## src/rtl/plru_alloc_pkg.sv

```systemverilog
// plru_alloc_pkg: shared FSM state type and one-hot helper for the PLRU allocator
package plru_alloc_pkg;

  typedef enum logic [1:0] {
    ST_IDLE  = 2'd0,
    ST_GRANT = 2'd1,
    ST_FLUSH = 2'd2
  } state_e;

  localparam int unsigned MAX_ENTRIES = 64;

  function automatic int unsigned onehot_to_idx(input logic [MAX_ENTRIES-1:0] oh);
    int unsigned r;
    r = 0;
    for (int unsigned i = 0; i < MAX_ENTRIES; i++) r = oh[i] ? (r | i) : r;
    return r;
  endfunction

endpackage

```

## src/rtl/plru_alloc_ctrl_tree.sv

```systemverilog
// plru_tree: binary tree pseudo-LRU, each node bit points at the less recently used half
module plru_tree #(
  parameter int unsigned ENTRIES = 16
) (
  input  logic               clk_i,
  input  logic               rst_ni,
  input  logic [ENTRIES-1:0] used_i,
  output logic [ENTRIES-1:0] plru_o
);
  localparam int unsigned IDX_W = $clog2(ENTRIES);

  logic [ENTRIES-2:0] tree_q, tree_d;
  logic [IDX_W-1:0]   vic;

  // every used entry steers its path away from itself; higher indices applied last
  always_comb begin
    tree_d = tree_q;
    for (int unsigned e = 0; e < ENTRIES; e++)
      if (used_i[e])
        for (int unsigned l = 0; l < IDX_W; l++)
          tree_d[(1 << l) - 1 + (e >> (IDX_W - l))] = ~e[IDX_W-1-l];
  end

  // follow the node bits from the root down to the least recently used leaf
  always_comb begin
    int unsigned node;
    node = 0;
    vic  = '0;
    for (int unsigned l = 0; l < IDX_W; l++) begin
      vic[IDX_W-1-l] = tree_q[node];
      node = 2 * node + 1 + int'(tree_q[node]);
    end
    plru_o = ENTRIES'(1) << vic;
  end

  // tree state register
  always_ff @(posedge clk_i or negedge rst_ni)
    if (!rst_ni) tree_q <= '0;
    else tree_q <= tree_d;

endmodule

```

## src/rtl/plru_alloc_ctrl.sv

```systemverilog
// plru_alloc_ctrl: entry allocator preferring free entries, falling back to tree PLRU, with sequential flush
module plru_alloc_ctrl
  import plru_alloc_pkg::*;
#(
  parameter int unsigned ENTRIES = 16
) (
  input  logic                       clk_i,
  input  logic                       rst_ni,
  input  logic                       alloc_req_i,
  output logic                       alloc_gnt_o,
  output logic [$clog2(ENTRIES)-1:0] alloc_idx_o,
  input  logic [ENTRIES-1:0]         hit_i,
  input  logic [ENTRIES-1:0]         inval_i,
  input  logic                       flush_i,
  output logic                       flush_done_o,
  output logic [ENTRIES-1:0]         valid_o,
  output logic                       full_o,
  output logic                       empty_o
);
  localparam int unsigned IDX_W = $clog2(ENTRIES);

  state_e             state_q, state_d;
  logic [IDX_W-1:0]   idx_q, idx_d, cnt_q, cnt_d, first_free, victim;
  logic [ENTRIES-1:0] valid_q, valid_d, used, plru;
  logic               pend_q, pend_d, done_q, done_d;

  assign alloc_gnt_o  = state_q == ST_GRANT;
  assign alloc_idx_o  = idx_q;
  assign flush_done_o = done_q;
  assign valid_o      = valid_q;
  assign full_o       = &valid_q;
  assign empty_o      = ~|valid_q;
  assign used         = state_q == ST_FLUSH ? '0
                      : (hit_i & valid_q) | (alloc_gnt_o ? ENTRIES'(1) << idx_q : '0);

  plru_tree #(.ENTRIES(ENTRIES)) u_tree (
    .clk_i  (clk_i),
    .rst_ni (rst_ni),
    .used_i (used),
    .plru_o (plru)
  );

  // lowest free entry wins; the PLRU leaf only matters once every entry is valid
  always_comb begin
    first_free = '0;
    for (int i = ENTRIES - 1; i >= 0; i--) first_free = valid_q[i] ? first_free : IDX_W'(i);
    victim = full_o ? IDX_W'(onehot_to_idx(MAX_ENTRIES'(plru))) : first_free;
  end

  // sequencing: pending flush beats a request, grant sets its entry over any invalidate
  always_comb begin
    state_d = state_q;
    idx_d   = idx_q;
    cnt_d   = cnt_q;
    done_d  = 1'b0;
    pend_d  = pend_q | flush_i;
    valid_d = valid_q & ~inval_i;
    if (state_q == ST_IDLE) begin
      if (pend_d) begin
        state_d = ST_FLUSH;
        pend_d  = 1'b0;
        cnt_d   = '0;
      end else if (alloc_req_i) begin
        state_d = ST_GRANT;
        idx_d   = victim;
      end
    end else if (state_q == ST_GRANT) begin
      valid_d[idx_q] = 1'b1;
      state_d        = ST_IDLE;
    end else begin
      pend_d         = 1'b0;
      valid_d[cnt_q] = 1'b0;
      cnt_d          = cnt_q + 1'b1;
      done_d         = cnt_q == IDX_W'(ENTRIES - 1);
      state_d        = done_d ? ST_IDLE : ST_FLUSH;
    end
  end

  // controller state registers
  always_ff @(posedge clk_i or negedge rst_ni)
    if (!rst_ni) begin
      state_q <= ST_IDLE;
      idx_q   <= '0;
      cnt_q   <= '0;
      valid_q <= '0;
      pend_q  <= 1'b0;
      done_q  <= 1'b0;
    end else begin
      state_q <= state_d;
      idx_q   <= idx_d;
      cnt_q   <= cnt_d;
      valid_q <= valid_d;
      pend_q  <= pend_d;
      done_q  <= done_d;
    end

endmodule

```

## config.mk

```make
export PLATFORM = sky130hd
export DESIGN_NAME = plru_alloc_ctrl
export DESIGN_NICKNAME = d
export VERILOG_FILES = /design/src/rtl/plru_alloc_pkg.sv /design/src/rtl/plru_alloc_ctrl_tree.sv /design/src/rtl/plru_alloc_ctrl.sv
export SDC_FILE = /design/constraint.sdc
export NUM_CORES = 1
export LEC_CHECK = 0
export ABC_CLOCK_PERIOD_IN_PS = 10250
export BUFFER_PORTS_ARGS = -buffer_cell sky130_fd_sc_hd__buf_2
export CAP_MARGIN = 20
export CORE_UTILIZATION = 35
export DETAILED_ROUTE_END_ITERATION = 6
export SLEW_MARGIN = 20
export SYNTH_ARGS = -nofsm -noshare
export SYNTH_HDL_FRONTEND = slang
export SYNTH_HIERARCHICAL = 1
export SYNTH_SLANG_ARGS = --single-unit
```

## constraint.sdc

```tcl
create_clock -name clk_i -period 10.25 [get_ports clk_i]
set_input_delay 2.05 -clock clk_i [delete_from_list [all_inputs] [get_ports clk_i]]
set_output_delay 2.05 -clock clk_i [all_outputs]
set_load 0.02 [all_outputs]
```

# ---- After elaboration in Yosys (flattened, before gate mapping)
# Index checks and enable logic that the tools add are counted.
dict set report word_totals {
  ff_bits 43
  latch_bits 0
  mem_bits_rw 0
  rom_bits 0
  inputBits 36
  output_inout_bits 24
  wordCells 182
  memories 0
}
dict set report classes {
  n_addsub 6
  n_mul 0
  div_mod_pow 0
  n_lt_le_gt_ge 7
  eq_ne 6
  n_shift 2
  muxes 108
  bitwise 9
  reduce_logical 23
}
# cell n
set ops {}
lappend ops {{two-way mux 4 bit} 28}
lappend ops {{< comparator 32 x 5 -> 1 bit, second input constant} 3}
lappend ops {{adder 32 x 1 -> 32 bit} 2}
lappend ops {{adder 32 x 1 -> 32 bit, second input constant} 2}
lappend ops {{two-way mux 16 bit} 4}
lappend ops {{two-way mux 1 bit} 52}
lappend ops {{bitwise AND 16 bit} 3}
lappend ops {{NOT 16 bit} 2}
lappend ops {{bitwise OR 16 bit} 2}
lappend ops {{left shift 1 x 4 -> 16 bit, first input constant} 2}
lappend ops {{two-way mux 2 bit} 15}
lappend ops {{AND reduction 16 bit} 1}
lappend ops {{nonzero test 16 bit} 1}
lappend ops {{nonzero test 2 bit} 8}
lappend ops {{nonzero test 4 bit} 4}
lappend ops {{nonzero test 8 bit} 2}
lappend ops {{OR reduction 16 bit} 1}
lappend ops {{binary-select mux 1 bit (select 4 bit)} 3}
lappend ops {{two-way mux 3 bit} 4}
lappend ops {{< comparator 4 x 5 -> 1 bit, second input constant} 2}
lappend ops {{demux 1 bit (select 4 bit)} 2}
lappend ops {{>= comparator 4 x 1 -> 1 bit, second input constant} 2}
lappend ops {{adder 4 x 1 -> 4 bit, second input constant} 1}
lappend ops {{equality test 4 bit, second input constant} 1}
lappend ops {{other kinds (13)} 14}

# ---- Depth between registers and ports, before layout
dict set report depth {
  word_depth 26
  mapped_depth 16
  depth_no_buf 14
}

# ---- Cells and area by module
# The synthesis kept the hierarchy.
# module n_inst cells_each area_each_um2 seq_area_each_um2
set modules_own_cells {}
lappend modules_own_cells {plru_alloc_ctrl 1 222 1774.2 700.7}
lappend modules_own_cells {plru_tree 1 125 1096.1 375.4}

# ---- Least setup slack after synthesis
# OpenSTA, ideal clock, no wires.
dict set report synth_timing {
  path_type {register -> output}
  startpoint {register valid_q[0] (netlist: valid_o[0])}
  endpoint {output full_o}
  arrival_ns 1.203
  t_required_ns 8.200
  setup_slack_ns 6.997
  path_stages_with_launch 3
  path_buffers 0
  path_cell_list {dfrtp_1 > nand4_2 > nor4_4}
}
dict set report synth_via {
  elab_chain_len 1
}
# element line_no
set synth_lines {}
lappend synth_lines {{from (decl)} plru_alloc_ctrl.sv:24} ;# logic [ENTRIES-1:0] valid_q, valid_d, used, plru;
lappend synth_lines {{from (signal assigned)} plru_alloc_ctrl.sv:92} ;# valid_q <= valid_d;
lappend synth_lines {{AND reduction 16 bit} plru_alloc_ctrl.sv:31} ;# assign full_o = &valid_q;
lappend synth_lines {{to (decl)} plru_alloc_ctrl.sv:17} ;# output logic full_o,
# No other way between the ends.

# ---- Final worst setup path
# Same ends and word-level chain as after synthesis.

==> metrics.txt <==
# TYPE chip_impl_metric gauge
chip_impl_metric{name="fmax",unit="MHz"} 270
chip_impl_metric{name="post_cts.repair.setup_buffers",unit=""} 0
chip_impl_metric{name="number_of_global_route_vias_before_repair",unit=""} 2559
chip_impl_metric{name="synthesized_netlist_net_count",unit=""} 375
chip_impl_metric{name="grt_antenna_before_repair",unit=""} 0
chip_impl_metric{name="met2_usage_in_global_routing",unit="%"} 33.6
chip_impl_metric{name="p_seq_share",unit="%"} 38.7
chip_impl_info{name="timing.rr.start",value="u_tree/tree_q[0]"} 1
chip_impl_metric{name="cts_hold_repair.buffers",unit=""} 0
chip_impl_metric{name="globalRouteMet3Util",unit="%"} 2.85
chip_impl_metric{name="core_area",unit="mm2"} 0.00769
chip_impl_metric{name="global_route_wire_length_before_repair",unit="um"} 13200
chip_impl_info{name="cell_with_the_largest_stage_delay_on_the_worst_path",value="dfrtp_1"} 1
chip_impl_metric{name="areaGrowthSynthToFinish",unit="%"} 16.3
chip_impl_info{name="clock-root-buffer",value="clkbuf_8"} 1
chip_impl_info{name="hold_path.startpoint",value="u_tree/tree_q[13]"} 1
chip_impl_metric{name="clock_latency",unit="ns"} 0.29
chip_impl_metric{name="hold_violations",unit=""} 0
chip_impl_metric{name="r2r_setup_slack",unit="ns"} 6.68
chip_impl_metric{name="power.clock.fraction",unit="%"} 17.0
chip_impl_metric{name="p_comb_share",unit="%"} 44.4
chip_impl_info{name="globalRoute.busiestLayer",value="met2"} 1
chip_impl_metric{name="grt_util_met1",unit="%"} 27.4
chip_impl_metric{name="critPathRequiredTime",unit="ns"} 8.20
chip_impl_metric{name="leakagePower",unit="nW"} 1.57
chip_impl_info{name="path_class",value="reg2out"} 1
chip_impl_metric{name="htree_levels",unit=""} 2
chip_impl_metric{name="p_total",unit="mW"} 0.618
chip_impl_metric{name="rr_worst_depth",unit=""} 13
chip_impl_info{name="unrepaired_setup_endpoints_after_global_routing",value="false"} 1
chip_impl_metric{name="fin_skew",unit="ns"} 0.00651
chip_impl_metric{name="worstPathArrival",unit="ns"} 1.65
chip_impl_metric{name="dr_total_vias",unit=""} 2664
chip_impl_metric{name="intPower",unit="mW"} 0.351
chip_impl_info{name="timing.critical_path.max_delay_family",value="simple AND/OR/NAND/NOR gates"} 1
chip_impl_metric{name="fill_cells",unit=""} 817
chip_impl_metric{name="p_per_area",unit="mW/mm2"} 191
chip_impl_metric{name="maximum_number_of_pins_on_one_net_before_global_route_repair",unit=""} 44
chip_impl_metric{name="number_of_instances_in_the_placed_design",unit=""} 482
chip_impl_metric{name="grt_util_all_layers",unit="%"} 20.4
chip_impl_metric{name="post_synth_instance_area",unit="mm2"} 0.00278
chip_impl_info{name="timing.critical_path.cells",value="nand4_2 > nor4_4 > buf_2"} 1
chip_impl_metric{name="antennaDiodeCount",unit=""} 0
chip_impl_info{name="min_to",value="u_tree/tree_q[13]"} 1
chip_impl_metric{name="synthesis.yosys.warnings",unit=""} 6
chip_impl_info{name="endpoint_class_of_the_critical_path",value="output port"} 1
chip_impl_metric{name="timing.slew.headroom",unit="%"} 53.9
chip_impl_metric{name="detailedPlacementHpwl",unit="um"} 6440
chip_impl_metric{name="drt_antenna_net_count",unit=""} 0
chip_impl_metric{name="timing.final.max_slew_violations",unit=""} 0
chip_impl_metric{name="die-width",unit="um"} 91.1
chip_impl_metric{name="cp_max_fo",unit=""} 8
chip_impl_metric{name="io_pins",unit=""} 60
chip_impl_metric{name="floorplan.die.height",unit="um"} 91.1
chip_impl_metric{name="die_footprint",unit="mm2"} 0.00830
chip_impl_info{name="crit_path_start_kind",value="flip-flop"} 1
chip_impl_info{name="hold_path.class",value="reg2reg"} 1
chip_impl_metric{name="max-cap-violations",unit=""} 0
chip_impl_metric{name="gp_congestion",unit=""} 0.919
chip_impl_metric{name="clock_sink_count",unit=""} 43
chip_impl_metric{name="floorplan.rows",unit=""} 32
chip_impl_metric{name="post_route_cells_drive_above_1_share",unit="%"} 21.9
chip_impl_metric{name="whs",unit="ns"} 0.512
chip_impl_metric{name="cpPeakStageDelay",unit="ns"} 0.54
chip_impl_metric{name="cts.path.max_buffers",unit=""} 2
chip_impl_info{name="status",value="finished, final reports clean"} 1
chip_impl_metric{name="peakVddDrop",unit="V"} 0.000115
chip_impl_metric{name="drt_wl_total",unit="um"} 8230
chip_impl_metric{name="clk_pin_slew",unit="ns"} 0.08
chip_impl_metric{name="overflow",unit=""} 0
chip_impl_metric{name="nNetsFinal",unit=""} 429
chip_impl_metric{name="netSwitchingPower",unit="mW"} 0.267
chip_impl_metric{name="dr.pass1.iters",unit=""} 4
chip_impl_metric{name="p_sw_share",unit="%"} 43.2
chip_impl_metric{name="detail_route.drc_violations",unit=""} 0
chip_impl_info{name="cts_tree",value="yes"} 1
chip_impl_metric{name="min_path_cells",unit=""} 2
chip_impl_metric{name="setup_violations",unit=""} 0
chip_impl_info{name="rr_endpoint",value="alloc_idx_o[0]"} 1
chip_impl_metric{name="syn_avg_cell_area",unit="um2"} 8.32
chip_impl_metric{name="post_cts_resize_count",unit=""} 0
chip_impl_metric{name="buffer_ports.inserted",unit=""} 59
chip_impl_metric{name="path_buf_inv",unit=""} 1
chip_impl_info{name="final_cell_mix",value="nand2_1, buf_2, dfrtp_1"} 1
chip_impl_metric{name="cts_inserted_buffers",unit=""} 5
chip_impl_metric{name="first_iter_violations",unit=""} 172
chip_impl_metric{name="vias_per_cell",unit=""} 5.43
chip_impl_metric{name="totalNegativeSetupSlack",unit="ns"} 0
chip_impl_metric{name="final-instance-count-excl-fill",unit=""} 491
chip_impl_metric{name="post-route-period-util",unit="%"} 36.1
chip_impl_metric{name="worst_slew_pin_slew",unit="ns"} 0.689
chip_impl_metric{name="syn_inst",unit=""} 334
chip_impl_metric{name="initial_core_util",unit="%"} 36.1
chip_impl_metric{name="finalWorstPathRequiredPeriod",unit="ns"} 3.70
chip_impl_info{name="final_common_cell",value="nand2_1"} 1
chip_impl_metric{name="wl_per_cell",unit="um"} 16.8
-- worst max path at each step --
stage | start | endpoint | slack (ns) | cells after the start
2_1_floorplan | valid_o[0] | full_o | 7.00 | 2
6_report | valid_o[0] | full_o | 6.55 | 3
3_5_place_dp | u_tree/tree_q[0] | alloc_idx_o[0] | 6.72 | 13
5_1_grt | u_tree/tree_q[0] | alloc_idx_o[0] | 6.37 | 13
3_3_place_gp | u_tree/tree_q[0] | alloc_idx_o[0] | 6.85 | 13
4_1_cts | valid_o[2] | full_o | 6.53 | 3
-- power groups by stage --
| stage | Sequential, mW | Clock (mW) | Combinational, mW |
|---|---|---|---|
| after floorplan | 0.213 | 0 | 0.245 |
| after global placement | 0.239 | 0 | 0.269 |
| after detailed placement | 0.242 | 0 | 0.271 |
| after CTS | 0.238 | 0.107 | 0.273 |
| after global routing | 0.244 | 0.115 | 0.302 |
| final | 0.239 | 0.105 | 0.274 |
-- worst register-to-register path, stage by stage, from the launching register on --
cell and delay (ns):
dfrtp_1 0.63, inv_1 0.23, nor2_1 0.16, a21oi_1 0.06, ha_1 0.49, mux2i_1 0.24, o211ai_1 0.12, o2111ai_2 0.13
o311a_2 0.31, nor3_1 0.09, or4_1 0.55, nor3_2 0.14, a31oi_1 0.10, a22o_1 0.21
-- area by class of cell --
type,instances,area (um2),area share (%)
inverters,8,30.0,0.930
multi-input cells,270,1600,49.5
clock inverters,1,5.00,0.155
clock buffers,7,76.3,2.36
flip-flops and latches,43,1080,33.3
repair buffers,60,315,9.76
well taps,102,128,3.95
-- through the flow --
stage	utilization, %	area, um2	setup slack (ns)
2_1_floorplan	-	2780	7.00
3_3_place_gp	40.7	3130	6.85
3_5_place_dp	40.7	3130	6.72
4_1_cts	41.7	3210	6.53
5_1_grt	42.0	3230	6.37
6_report	42.0	3230	6.55
-- registers in the layout, indices dropped and copies added, names as in the netlist --
signal,cells
valid_o,16
u_tree/tree_q,15
pend_q,1
cnt_q,4
alloc_idx_o,4
state_q,2
flush_done_o,1
-- per-layer routing --
layer	up-vias	wire, um
met5	-	0
met4	0	134
met3	12	303
met2	69	4060
met1	1286	3740
li1	1297	-
No activity file was read; power rests on OpenSTA's default activity.
